$ cat src/rtl/ika87ad_irq_pkg.sv
// Shared definitions for the IKA87AD interrupt front end.
package ika87ad_irq_pkg;

  typedef enum logic [1:0] {
    MODE_LEVEL = 2'b00,
    MODE_RISE  = 2'b01,
    MODE_FALL  = 2'b10,
    MODE_BOTH  = 2'b11
  } irq_mode_t;

endpackage

$ cat src/rtl/ika87ad_irq_chan.sv
// One interrupt channel: noise filter, level/edge detection, sticky event latch and request flag.
module ika87ad_irq_chan
  import ika87ad_irq_pkg::*;
#(
  parameter int unsigned FILT_DEPTH = 3
) (
  input  logic       clk,
  input  logic       rst,
  input  logic       cnt_tick,
  input  logic       sample,
  input  logic       irq,
  input  logic       filt_en,
  input  logic [1:0] mode,
  input  logic       set_tick,
  input  logic       rst_tick,
  input  logic       clr,
  output logic       flag
);

  logic [FILT_DEPTH-1:0] shreg;
  logic [FILT_DEPTH-1:0] shreg_next;
  logic                  level;
  logic                  prev;
  logic                  evt;
  logic                  hit;
  logic                  set_cond;
  logic                  consume;
  irq_mode_t             md;

  assign md       = irq_mode_t'(mode);
  assign set_cond = ((md == MODE_LEVEL) && level) || evt;
  // A simultaneous clear tick blocks the set and leaves the event pending.
  assign consume  = set_tick && !rst_tick;

  always_comb begin
    shreg_next = {shreg[FILT_DEPTH-2:0], irq};
    hit        = 1'b0;
    if (cnt_tick) begin
      case (md)
        MODE_RISE: hit = level & ~prev;
        MODE_FALL: hit = ~level & prev;
        MODE_BOTH: hit = level ^ prev;
        default:   hit = 1'b0;
      endcase
    end
  end

  always_ff @(posedge clk or posedge rst) begin
    if (rst) begin
      shreg <= '0;
      level <= 1'b0;
      prev  <= 1'b0;
    end else begin
      if (filt_en && sample) begin
        shreg <= shreg_next;
        if (&shreg_next)
          level <= 1'b1;
        else if (~|shreg_next)
          level <= 1'b0;
      end else if (!filt_en && cnt_tick) begin
        level <= irq;
      end
      if (cnt_tick)
        prev <= level;
    end
  end

  // A new edge arriving in the consuming cycle is kept for the next set tick.
  always_ff @(posedge clk or posedge rst) begin
    if (rst)
      evt <= 1'b0;
    else if (hit)
      evt <= 1'b1;
    else if (consume)
      evt <= 1'b0;
  end

  always_ff @(posedge clk or posedge rst) begin
    if (rst) begin
      flag <= 1'b0;
    end else if (rst_tick) begin
      if (clr)
        flag <= 1'b0;
    end else if (set_tick && set_cond) begin
      flag <= 1'b1;
    end
  end

endmodule

$ cat src/rtl/ika87ad_irq_array.sv
// IKA87AD interrupt array: shared prescaler, NCH channels, acknowledge decode and priority encoder.
module ika87ad_irq_array
  import ika87ad_irq_pkg::*;
#(
  parameter int unsigned NCH        = 8,
  parameter int unsigned FILT_DIV   = 36,
  parameter int unsigned FILT_DEPTH = 3,
  parameter int unsigned CW         = $clog2(NCH)
) (
  input  logic             i_EMUCLK,
  input  logic             i_MRST,
  input  logic             i_CNTTICK,
  input  logic             i_SETTICK,
  input  logic             i_RSTTICK,
  input  logic [NCH-1:0]   i_IRQ,
  input  logic [NCH-1:0]   i_FILT_EN,
  input  logic [2*NCH-1:0] i_MODE,
  input  logic [NCH-1:0]   i_MASK_n,
  input  logic             i_MANUAL_ACK,
  input  logic [CW-1:0]    i_ACK_CODE,
  input  logic             i_AUTO_ACK,
  output logic [NCH-1:0]   o_IFLAG,
  output logic             o_IRQ_PEND,
  output logic [CW-1:0]    o_IRQ_CODE
);

  localparam int unsigned   PW       = (FILT_DIV > 1) ? $clog2(FILT_DIV) : 1;
  localparam logic [PW-1:0] LAST     = PW'(FILT_DIV - 1);
  localparam logic [CW:0]   CODE_LIM = (CW + 1)'(NCH);

  logic [PW-1:0]  pcnt;
  logic           sample;
  logic [NCH-1:0] clr;
  logic [NCH-1:0] masked;
  logic [CW-1:0]  enc;
  logic           found;

  assign sample = i_CNTTICK && (pcnt == LAST);

  always_ff @(posedge i_EMUCLK or posedge i_MRST) begin
    if (i_MRST)
      pcnt <= '0;
    else if (i_CNTTICK)
      pcnt <= sample ? '0 : pcnt + 1'b1;
  end

  always_comb begin
    clr = '0;
    if (i_MANUAL_ACK) begin
      if ({1'b0, i_ACK_CODE} < CODE_LIM)
        clr[i_ACK_CODE] = 1'b1;
    end else if (i_AUTO_ACK && o_IRQ_PEND) begin
      clr[o_IRQ_CODE] = 1'b1;
    end
  end

  for (genvar g = 0; g < NCH; g++) begin : g_chan
    ika87ad_irq_chan #(
      .FILT_DEPTH(FILT_DEPTH)
    ) u_chan (
      .clk     (i_EMUCLK),
      .rst     (i_MRST),
      .cnt_tick(i_CNTTICK),
      .sample  (sample),
      .irq     (i_IRQ[g]),
      .filt_en (i_FILT_EN[g]),
      .mode    (i_MODE[2*g +: 2]),
      .set_tick(i_SETTICK),
      .rst_tick(i_RSTTICK),
      .clr     (clr[g]),
      .flag    (o_IFLAG[g])
    );
  end

  always_comb begin
    masked = o_IFLAG & i_MASK_n;
    enc    = '0;
    found  = 1'b0;
    for (int unsigned i = 0; i < NCH; i++) begin
      if (masked[i] && !found) begin
        enc   = CW'(i);
        found = 1'b1;
      end
    end
  end

  always_ff @(posedge i_EMUCLK or posedge i_MRST) begin
    if (i_MRST) begin
      o_IRQ_PEND <= 1'b0;
      o_IRQ_CODE <= '0;
    end else begin
      o_IRQ_PEND <= found;
      if (found)
        o_IRQ_CODE <= enc;
    end
  end

endmodule

$ cat config.mk
export PLATFORM = sky130hd
export DESIGN_NAME = ika87ad_irq_array
export DESIGN_NICKNAME = d
export VERILOG_FILES = /design/src/rtl/ika87ad_irq_pkg.sv /design/src/rtl/ika87ad_irq_chan.sv /design/src/rtl/ika87ad_irq_array.sv
export SDC_FILE = /design/constraint.sdc
export NUM_CORES = 1
export LEC_CHECK = 0
export CAP_MARGIN = 10
export CORE_ASPECT_RATIO = 1.2
export CORE_MARGIN = 8
export CORE_UTILIZATION = 43
export CTS_BUF_LIST = sky130_fd_sc_hd__clkbuf_16
export CTS_CLUSTER_DIAMETER = 30
export DETAILED_ROUTE_END_ITERATION = 6
export GPL_ROUTABILITY_DRIVEN = 1
export MAX_ROUTING_LAYER = met4
export PLACE_DENSITY = 0.7
export SYNTH_ARGS = -nofsm -noshare
export SYNTH_HDL_FRONTEND = slang
export SYNTH_SLANG_ARGS = --single-unit
$ cat constraint.sdc
create_clock -name i_EMUCLK -period 4.25 [get_ports i_EMUCLK]
set_input_delay 1.0625 -clock i_EMUCLK [delete_from_list [all_inputs] [get_ports i_EMUCLK]]
set_output_delay 1.0625 -clock i_EMUCLK [all_outputs]
set_load 0.02 [all_outputs]
======== After elaboration in Yosys (flattened, before gate mapping) ========
Index checks and enable logic that the tools add are counted.
operators by class
  equal/unequal tests ..................... 41
  reductions and logical operators ........ 132
  add/sub/neg operators ................... 1
  bitwise gates (word level) .............. 41
  $lt $le $gt $ge ......................... 4
  mux-type cells .......................... 103
operators by type and width
  operator             number
  $mux 1               84
  $reduce_bool 2->1    24
  $logic_and 1x1->1    44
  $eq 2x2->1 const B   16
  $reduce_and 2->1     16
  $ne 3x3->1 const B   8
  $pmux 1 s3           8
  $reduce_and 3->1     8
  $reduce_or 3->1      8
  $mux 3               6
  $and 1x1->1          16
  $eq 2x1->1 const B   8
  $logic_not 1->1      16
  $logic_not 2->1      8
  $mux 8               2
  $ne 2x1->1 const B   8
  $not 1->1            16
  $and 8x8->8          1
  $logic_or 1x1->1     8
  $lt 3x4->1 const B   2
  $xor 1x1->1          8
  $add 6x1->6 const B  1
  $demux 1 s3          2
  $eq 6x6->1 const B   1
  2 further kinds      3
storage, ports and cells
  bits of input ports ..................... 50
  flip-flop bits (word level) ............. 58
  word-level logic and storage cells ...... 365

======== Logic depth before layout (Yosys ltp) ========
Gate-level depths: netlist of run 1.
  word-level depth ........................ 23
  depth in mapped cells ................... 7

======== Cells and area by module ========
From an unflattened synthesis of run 1, not the netlist that was laid out.
unflattened totals
  cells, all modules ...................... 332
  area, all modules ....................... 3,335.7 sq um
modules (own cells, without submodules)
  module             times used  cells an instance  area each (sq um)
  ika87ad_irq_chan   8           33                 335.3
  ika87ad_irq_array  1           68                 653.1

======== Least setup slack after synthesis of run 1 ========
Ideal clock, no wire load.
  path type ............................... input to register
  start ................................... in i_CNTTICK
  end ..................................... reg g_chan[7].u_chan.shreg[0]
  path buffers ............................ 2
  arrival ................................. 1,928 ps
  setup time .............................. 125 ps
  cell stages on the path ................. 6
  path slack .............................. 2,198 ps
  cells stage by stage .................... nand2_1 > and2b_1 > buf_6 > buf_8 > nand2_2 > mux2_2
between the ends
  cells in the longest elaborated chain, start to end .. 2
ends and longest elaborated chain
  item                  line                     text
  start, declared       ika87ad_irq_array.sv:12  input logic i_CNTTICK,
  $logic_and 1x1->1     ika87ad_irq_array.sv:38  assign sample = i_CNTTICK && (pcnt == LAST);
  $logic_and 1x1->1     ika87ad_irq_chan.sv:54   if (filt_en && sample) begin
  end signal, assigned  ika87ad_irq_chan.sv:55   shreg <= shreg_next;
  end, declared         ika87ad_irq_chan.sv:20   logic [FILT_DEPTH-1:0] shreg;
Every way passes these cells.
A chain may end at the register's enable or synchronous reset.

======== Worst setup path after layout of run 1 ========
  start ................................... in i_CNTTICK
  end ..................................... reg g_chan[6].u_chan.shreg[1]
between the ends
  cells in the longest elaborated chain, start to end .. 2
ends and longest elaborated chain
  item                  line
  $logic_and 1x1->1     ika87ad_irq_array.sv:38
  $logic_and 1x1->1     ika87ad_irq_chan.sv:54
  end signal, assigned  ika87ad_irq_chan.sv:55
  end, declared         ika87ad_irq_chan.sv:20
Every way passes these cells.

==> results of run 1 <==
[per-layer routing]
layer | vias to the layer above | wire [um]
li1 | 1325 | -
met1 | 1292 | 3160
met2 | 66 | 3860
met3 | 11 | 467
met4 | 0 | 140
met5 | - | 0
[power groups by stage]
stage	clock, mW	combinational, mW	sequential [mW]
4_1_cts	0.776	0.533	0.773
5_1_grt	0.806	0.576	0.791
2_1_floorplan	0	0.336	0.772
3_3_place_gp	0	0.520	0.778
3_5_place_dp	0	0.531	0.782
6_report	0.768	0.527	0.776
[how the worst min path moves through the flow]
stage | from | endpoint | cells past startpoint
after CTS | g_chan[6].u_chan.evt | g_chan[6].u_chan.evt | 1
after detailed placement | g_chan[6].u_chan.evt | g_chan[6].u_chan.evt | 1
after global routing | g_chan[2].u_chan.evt | g_chan[2].u_chan.evt | 1
after global placement | g_chan[1].u_chan.evt | g_chan[1].u_chan.evt | 1
after floorplan | g_chan[0].u_chan.evt | g_chan[0].u_chan.evt | 1
final | g_chan[6].u_chan.evt | g_chan[6].u_chan.evt | 1
[Yosys cell counts, drive strengths merged, types with 2 or more instances]
cell type  count
a211oi         8
a21oi         16
a22o           9
buf           11
clkbuf         5
dfrtp         58
ha            17
inv           20
mux2          18
nand2         34
nand2b         5
nand3          4
nand3b         2
nand4          4
nor2          25
nor2b         25
nor3          10
nor4          16
o21ai         36
o221ai         6
o22ai          2
xnor2          2
[placed cells by master (no fill, tap or decap), types with 2 or more instances in the layout]
master and count:
sky130_fd_sc_hd__nand4_1 4, sky130_fd_sc_hd__clkdlybuf4s50_1 61, sky130_fd_sc_hd__clkbuf_16 9, sky130_fd_sc_hd__buf_4 3, sky130_fd_sc_hd__dfrtp_1 58, sky130_fd_sc_hd__nand3b_1 2, sky130_fd_sc_hd__nand2b_1 5, sky130_fd_sc_hd__ha_1 17
sky130_fd_sc_hd__nor2_1 25, sky130_fd_sc_hd__a21oi_1 16, sky130_fd_sc_hd__o221ai_1 6, sky130_fd_sc_hd__o21ai_0 36, sky130_fd_sc_hd__nor2b_1 25, sky130_fd_sc_hd__mux2_2 18, sky130_fd_sc_hd__clkinvlp_4 2, sky130_fd_sc_hd__a22o_1 9
sky130_fd_sc_hd__bufinv_16 2, sky130_fd_sc_hd__o22ai_1 2, sky130_fd_sc_hd__nand3_1 4, sky130_fd_sc_hd__inv_1 19, sky130_fd_sc_hd__nand2_1 33, sky130_fd_sc_hd__xnor2_1 2, sky130_fd_sc_hd__clkinv_2 2, sky130_fd_sc_hd__a211oi_1 8
sky130_fd_sc_hd__nor3_1 10, sky130_fd_sc_hd__nor4_1 16
[cells by family after synthesis]
| kind of cell | count (synthesis) | synth area share |
|---|---|---|
| AO/OA/AOI/OAI | 80 | 0.151 |
| XOR/XNOR | 2 | 0.00542 |
| adder cells (fa/ha/maj) | 17 | 0.0658 |
| buffers and inverters | 36 | 0.0569 |
| flip-flops | 58 | 0.449 |
| multiplexers | 18 | 0.0627 |
| AND/OR/NAND/NOR | 130 | 0.209 |
[sequential cells by signal (all words and copies together) (netlist names)]
signal,cells
g_chan.u_chan.level,8
o_IRQ_PEND,1
g_chan.u_chan.flag,8
o_IRQ_CODE,3
pcnt,6
g_chan.u_chan.prev,8
g_chan.u_chan.shreg,16
g_chan.u_chan.evt,8
[critical path, cell delays in order]
cell and delay [ps]:
sky130_fd_sc_hd__clkdlybuf4s50_1 480, sky130_fd_sc_hd__nand2_1 70, sky130_fd_sc_hd__and2b_1 650, sky130_fd_sc_hd__nand2_1 190, sky130_fd_sc_hd__mux2_2 310
[metrics by stage]
step	instance area [um^2]	power (mW)	setup WS, ps	hold WS (ps)	utilization
2_1_floorplan	3230	1.11	1760	474	-
3_3_place_gp	3870	1.30	1420	489	0.532
3_5_place_dp	3870	1.31	1350	493	0.532
4_1_cts	4190	2.08	1690	509	0.576
5_1_grt	4190	2.17	1570	518	0.576
6_report	4190	2.07	1690	507	0.576
[final cells by class]
class	count	area (um^2)
repair buffers	64	633
flip-flops and latches	58	1450
inverters	20	75.1
multi-input cells	247	1600
clock buffers	9	225
fillers	624	3090
clock inverters	7	93.8
well taps	90	113
==> flow_summary.ini, run 1 <==
[status]
run_status = completed

[sta]
final_setup_violating_endpoints = 0
report.final.hold_viol_count = 0
timing_max_transition_violations_final = 0
final.period_utilization = 0.602
slew_headroom = 0.459
timing_worst_slew_pin_value_ps = 810
grt_setup_unrepaired = false
fin_setup_tns_ps = 0
post-route-min-period_ps = 2560
worst_clock_skew_ps = 9.53
max_freq_mhz = 391

[routing]
wire_per_inst_um = 15.4
route.detailed.vias_per_inst = 5.44
first_iter_violations = 92
drt_pass1_iterations = 4
antenna_violating_nets_post_route = 0
detail_route.wirelength_um = 7630
vias = 2694
drc = 0

[synthesis]
synthesis.area_per_instance_um2 = 9.47
ys_warnings = 0
syn-instance-count = 341
synth_cell_types = 34
synth_enable_flop_cells = 0
async_reset_ff_frac = 1.00
ys_top_cells_by_area = sky130_fd_sc_hd__dfrtp_1, sky130_fd_sc_hd__ha_1, sky130_fd_sc_hd__mux2_2
syn_area_um2 = 3230
ys_seq_area_frac = 0.449
ys_ff_latch = 58
mappedNetlistNets = 408
synth-main-ff-cell = sky130_fd_sc_hd__dfrtp_1
yosys.area.top_type = sky130_fd_sc_hd__dfrtp_1
synth_top_cell_area_share = 0.449

[grt]
vias_in_the_first_global_route = 2757
gr-max-usage-layer = met2
globalRouteOverflowTotal = 0
met3_track_utilization_from_global_routing = 0.0440
grt_start_max_net_pins = 40
grt_overall_usage = 0.151
grt_first_pass_wirelength_um = 12500
grt_util_met2 = 0.248
met1_usage = 0.167
antenna_violations_before_repair = 0

[floorplan]
io_pins = 62
dieArea_um2 = 10600
floorplan_core_area_um2 = 7270
rows = 34
initial_utilization = 0.444
chipWidth_um = 95.1
chipHeight_um = 111

[pwr]
p_per_area_nw_per_um2 = 494
clkPwrFrac = 0.371
combinationalPowerShare = 0.254
switching_share = 0.308
power_switching_mw = 0.637
p_seq_frac = 0.375
power.leakage_nw = 1.74
vdd.ir_drop.worst_uv = 301
p_int_mw = 1.43

[clocking]
worstSkewPairLatency_ps = 330
clock_tree_from_tritoncts = yes
cts.clk_slew.worst_paths_ps = 50
clock-root-buffer = sky130_fd_sc_hd__clkbuf_16
post_cts_buffers = 0
clk_path_buf_depth = 2
cts_hold_buf = 0
ctsResizeCount = 0
cts.sinks = 58
cts-buffers-inserted = 9
cts_htree_levels = 3

[final_layout]
area_growth_pct = 29.6
layoutNonFillerInstCount = 495
n_antenna_cell = 0
drive_gt1_frac = 0.101
final_nets = 467

[placed_design]
port_buffers = 61
finalWeightedCongestion = 0.888
placed_cells_incl_taps = 479
detailed_place_hpwl_um = 5680

[job]
drv.max_cap_violation_count = 0

[setup_path]
cp_data_required_time_ps = 4450
rr_endpoint = g_chan[6].u_chan.shreg[1]
worst-path-max-fanout = 17
startpoint_of_the_lowest_slack_register_to_register_path = pcnt[4]
r2r_slack_ps = 2190
start_kind = primary input
crit_path_start = i_CNTTICK
worstSetupEndpointType = flop
reg2regPathDepth = 4
cp-endpoint = g_chan[6].u_chan.shreg[1]
criticalPathCategory = primary input to flop
timing.critical_path.arrival_ps = 2770

[hold_path]
min_delay_path_class = flop to flop
Power figures use the tool's default switching activity.
==> run 2: changes to the inputs <==
- PLACE_DENSITY: 0.7 -> 0.73
- clock period: 4.25 -> 2.3 ns (I/O delays scaled with it)
==> flow_summary.ini, run 2 (same netlist as run 1, synthesis figures left out) <==
[status]
run_status = completed

[routing]
first_iter_violations = 142
vias = 2723
detail_route.wirelength_um = 7600
drc = 0
drt_pass1_iterations = 4
antenna_violating_nets_post_route = 0
route.detailed.vias_per_inst = 5.48
wire_per_inst_um = 15.3

[sta]
report.final.hold_viol_count = 0
final_setup_violating_endpoints = 0
layout_setup_ws_ps = 289
final.period_utilization = 0.875
worst_clock_skew_ps = 8.34
max_freq_mhz = 497
grt_setup_unrepaired = false
post-route-min-period_ps = 2010
slew_headroom = 0.707
timing_worst_slew_pin_value_ps = 439
fin_setup_tns_ps = 0
timing_max_transition_violations_final = 0

[pwr]
clkPwrFrac = 0.363
switching_share = 0.301
p_seq_frac = 0.380
p_int_mw = 2.65
vdd.ir_drop.worst_uv = 564
combinationalPowerShare = 0.257
p_per_area_nw_per_um2 = 898
power_switching_mw = 1.14
total_power_mw = 3.79
power.leakage_nw = 1.77

[setup_path]
r2r_slack_ps = 500
critPathTopFamily = buffers and inverters
worstSetupEndpointType = output port
rr_endpoint = g_chan[5].u_chan.level
critPathSlowestCell = sky130_fd_sc_hd__clkdlybuf4s50_1
timing.critical_path.arrival_ps = 1440
startpoint_of_the_lowest_slack_register_to_register_path = pcnt[2]
criticalPathCategory = flop to output port
reg2regPathDepth = 4
cp_num_buf_inv = 1
cp_data_required_time_ps = 1730
worst-path-max-fanout = 7
start_kind = flop
worst_path_max_stage_delay_ps = 650
critical_path.cell_chain = clkdlybuf4s50_1

[hold_path]
hold-path-cell-count = 1
worstHoldEndpoint = g_chan[1].u_chan.evt
min_delay_path_class = flop to flop
hold_path.startpoint = g_chan[1].u_chan.evt

[floorplan]
floorplan_core_area_um2 = 7270
dieArea_um2 = 10600
rows = 34
io_pins = 62
initial_utilization = 0.444
chipHeight_um = 111
chipWidth_um = 95.1

[clocking]
cts-buffers-inserted = 9
cts.sinks = 58
post_cts_buffers = 0
cts_hold_buf = 0
cts.clk_slew.worst_paths_ps = 50
cts_htree_levels = 3
ctsResizeCount = 0
clk_path_buf_depth = 2
worstSkewPairLatency_ps = 320
clock_tree_from_tritoncts = yes
clock-root-buffer = sky130_fd_sc_hd__clkbuf_16

[final_layout]
largest_register = g_chan.u_chan.shreg
final_nets = 469
area_growth_pct = 30.6
largest_register_ff_count = 16
layout.cells.most_common_list = sky130_fd_sc_hd__clkdlybuf4s50_1, sky130_fd_sc_hd__dfrtp_1, sky130_fd_sc_hd__o21ai_0
layoutNonFillerInstCount = 497
layout.cells.most_common = sky130_fd_sc_hd__clkdlybuf4s50_1
n_antenna_cell = 0
drive_gt1_frac = 0.0983
final_core_util = 0.580

[placed_design]
detailed_place_hpwl_um = 5540
finalWeightedCongestion = 0.887
place_worst_setup_slack_ps = 23.5
placed_cells_incl_taps = 481
port_buffers = 61

[grt]
grt_overall_usage = 0.154
grt_start_max_net_pins = 59
vias_in_the_first_global_route = 2832
antenna_violations_before_repair = 0
globalRouteOverflowTotal = 0
grt_first_pass_wirelength_um = 12700

[job]
drv.max_cap_violation_count = 0
[run 2: changes by cell type in the layout (fill, tap and decap cells not counted), sizes merged]
| cell | previous run | this run |
|---|---|---|
| inv | 20 | 21 |
| buf | 3 | 5 |
| clkinvlp | 2 | 0 |
| clkinv | 3 | 4 |
[run 2: per-stage QoR]
step | area (um^2) | hold WS, ps
2_1_floorplan | 3230 | 474
3_3_place_gp | 3910 | 489
3_5_place_dp | 3910 | 493
4_1_cts | 4220 | 511
5_1_grt | 4220 | 521
6_report | 4220 | 507
[run 2: per-layer routing]
metal,GRT usage,vias to the layer above,wire (um)
met2,0.253,64,3790
li1,-,1335,-
met1,0.165,1300,3160
met3,0.0339,24,417
met4,0.0898,0,236
met5,-,-,0
[run 2: power by group through the flow]
| stage | combinational (mW) | clock (mW) | sequential (mW) |
|---|---|---|---|
| 2_1_floorplan | 0.622 | 0 | 1.43 |
| 3_3_place_gp | 0.955 | 0 | 1.44 |
| 3_5_place_dp | 0.982 | 0 | 1.45 |
| 4_1_cts | 0.986 | 1.40 | 1.43 |
| 5_1_grt | 1.07 | 1.45 | 1.47 |
| 6_report | 0.973 | 1.38 | 1.44 |
[run 2: worst max path at each step]
stage / from / endpoint / slack [ps] / depth (start not counted)
2_1_floorplan: i_MRST / g_chan[0].u_chan.evt / 300 / 1
3_3_place_gp: i_CNTTICK / g_chan[5].u_chan.level / 140 / 5
3_5_place_dp: i_CNTTICK / g_chan[5].u_chan.level / 20 / 5
4_1_cts: o_IRQ_CODE[0] / o_IRQ_CODE[0] / 270 / 1
5_1_grt: i_CNTTICK / g_chan[5].u_chan.level / 200 / 5
6_report: o_IRQ_CODE[0] / o_IRQ_CODE[0] / 290 / 1
[run 2: layout make-up]
type / instances / area, um^2
fill: 634 / 3060
multi-input combinational: 247 / 1600
sequential: 58 / 1450
timing repair buffer: 66 / 673
clock buffer: 9 / 225
tap: 90 / 113
clock inverter: 7 / 85.1
inverter: 20 / 75.1
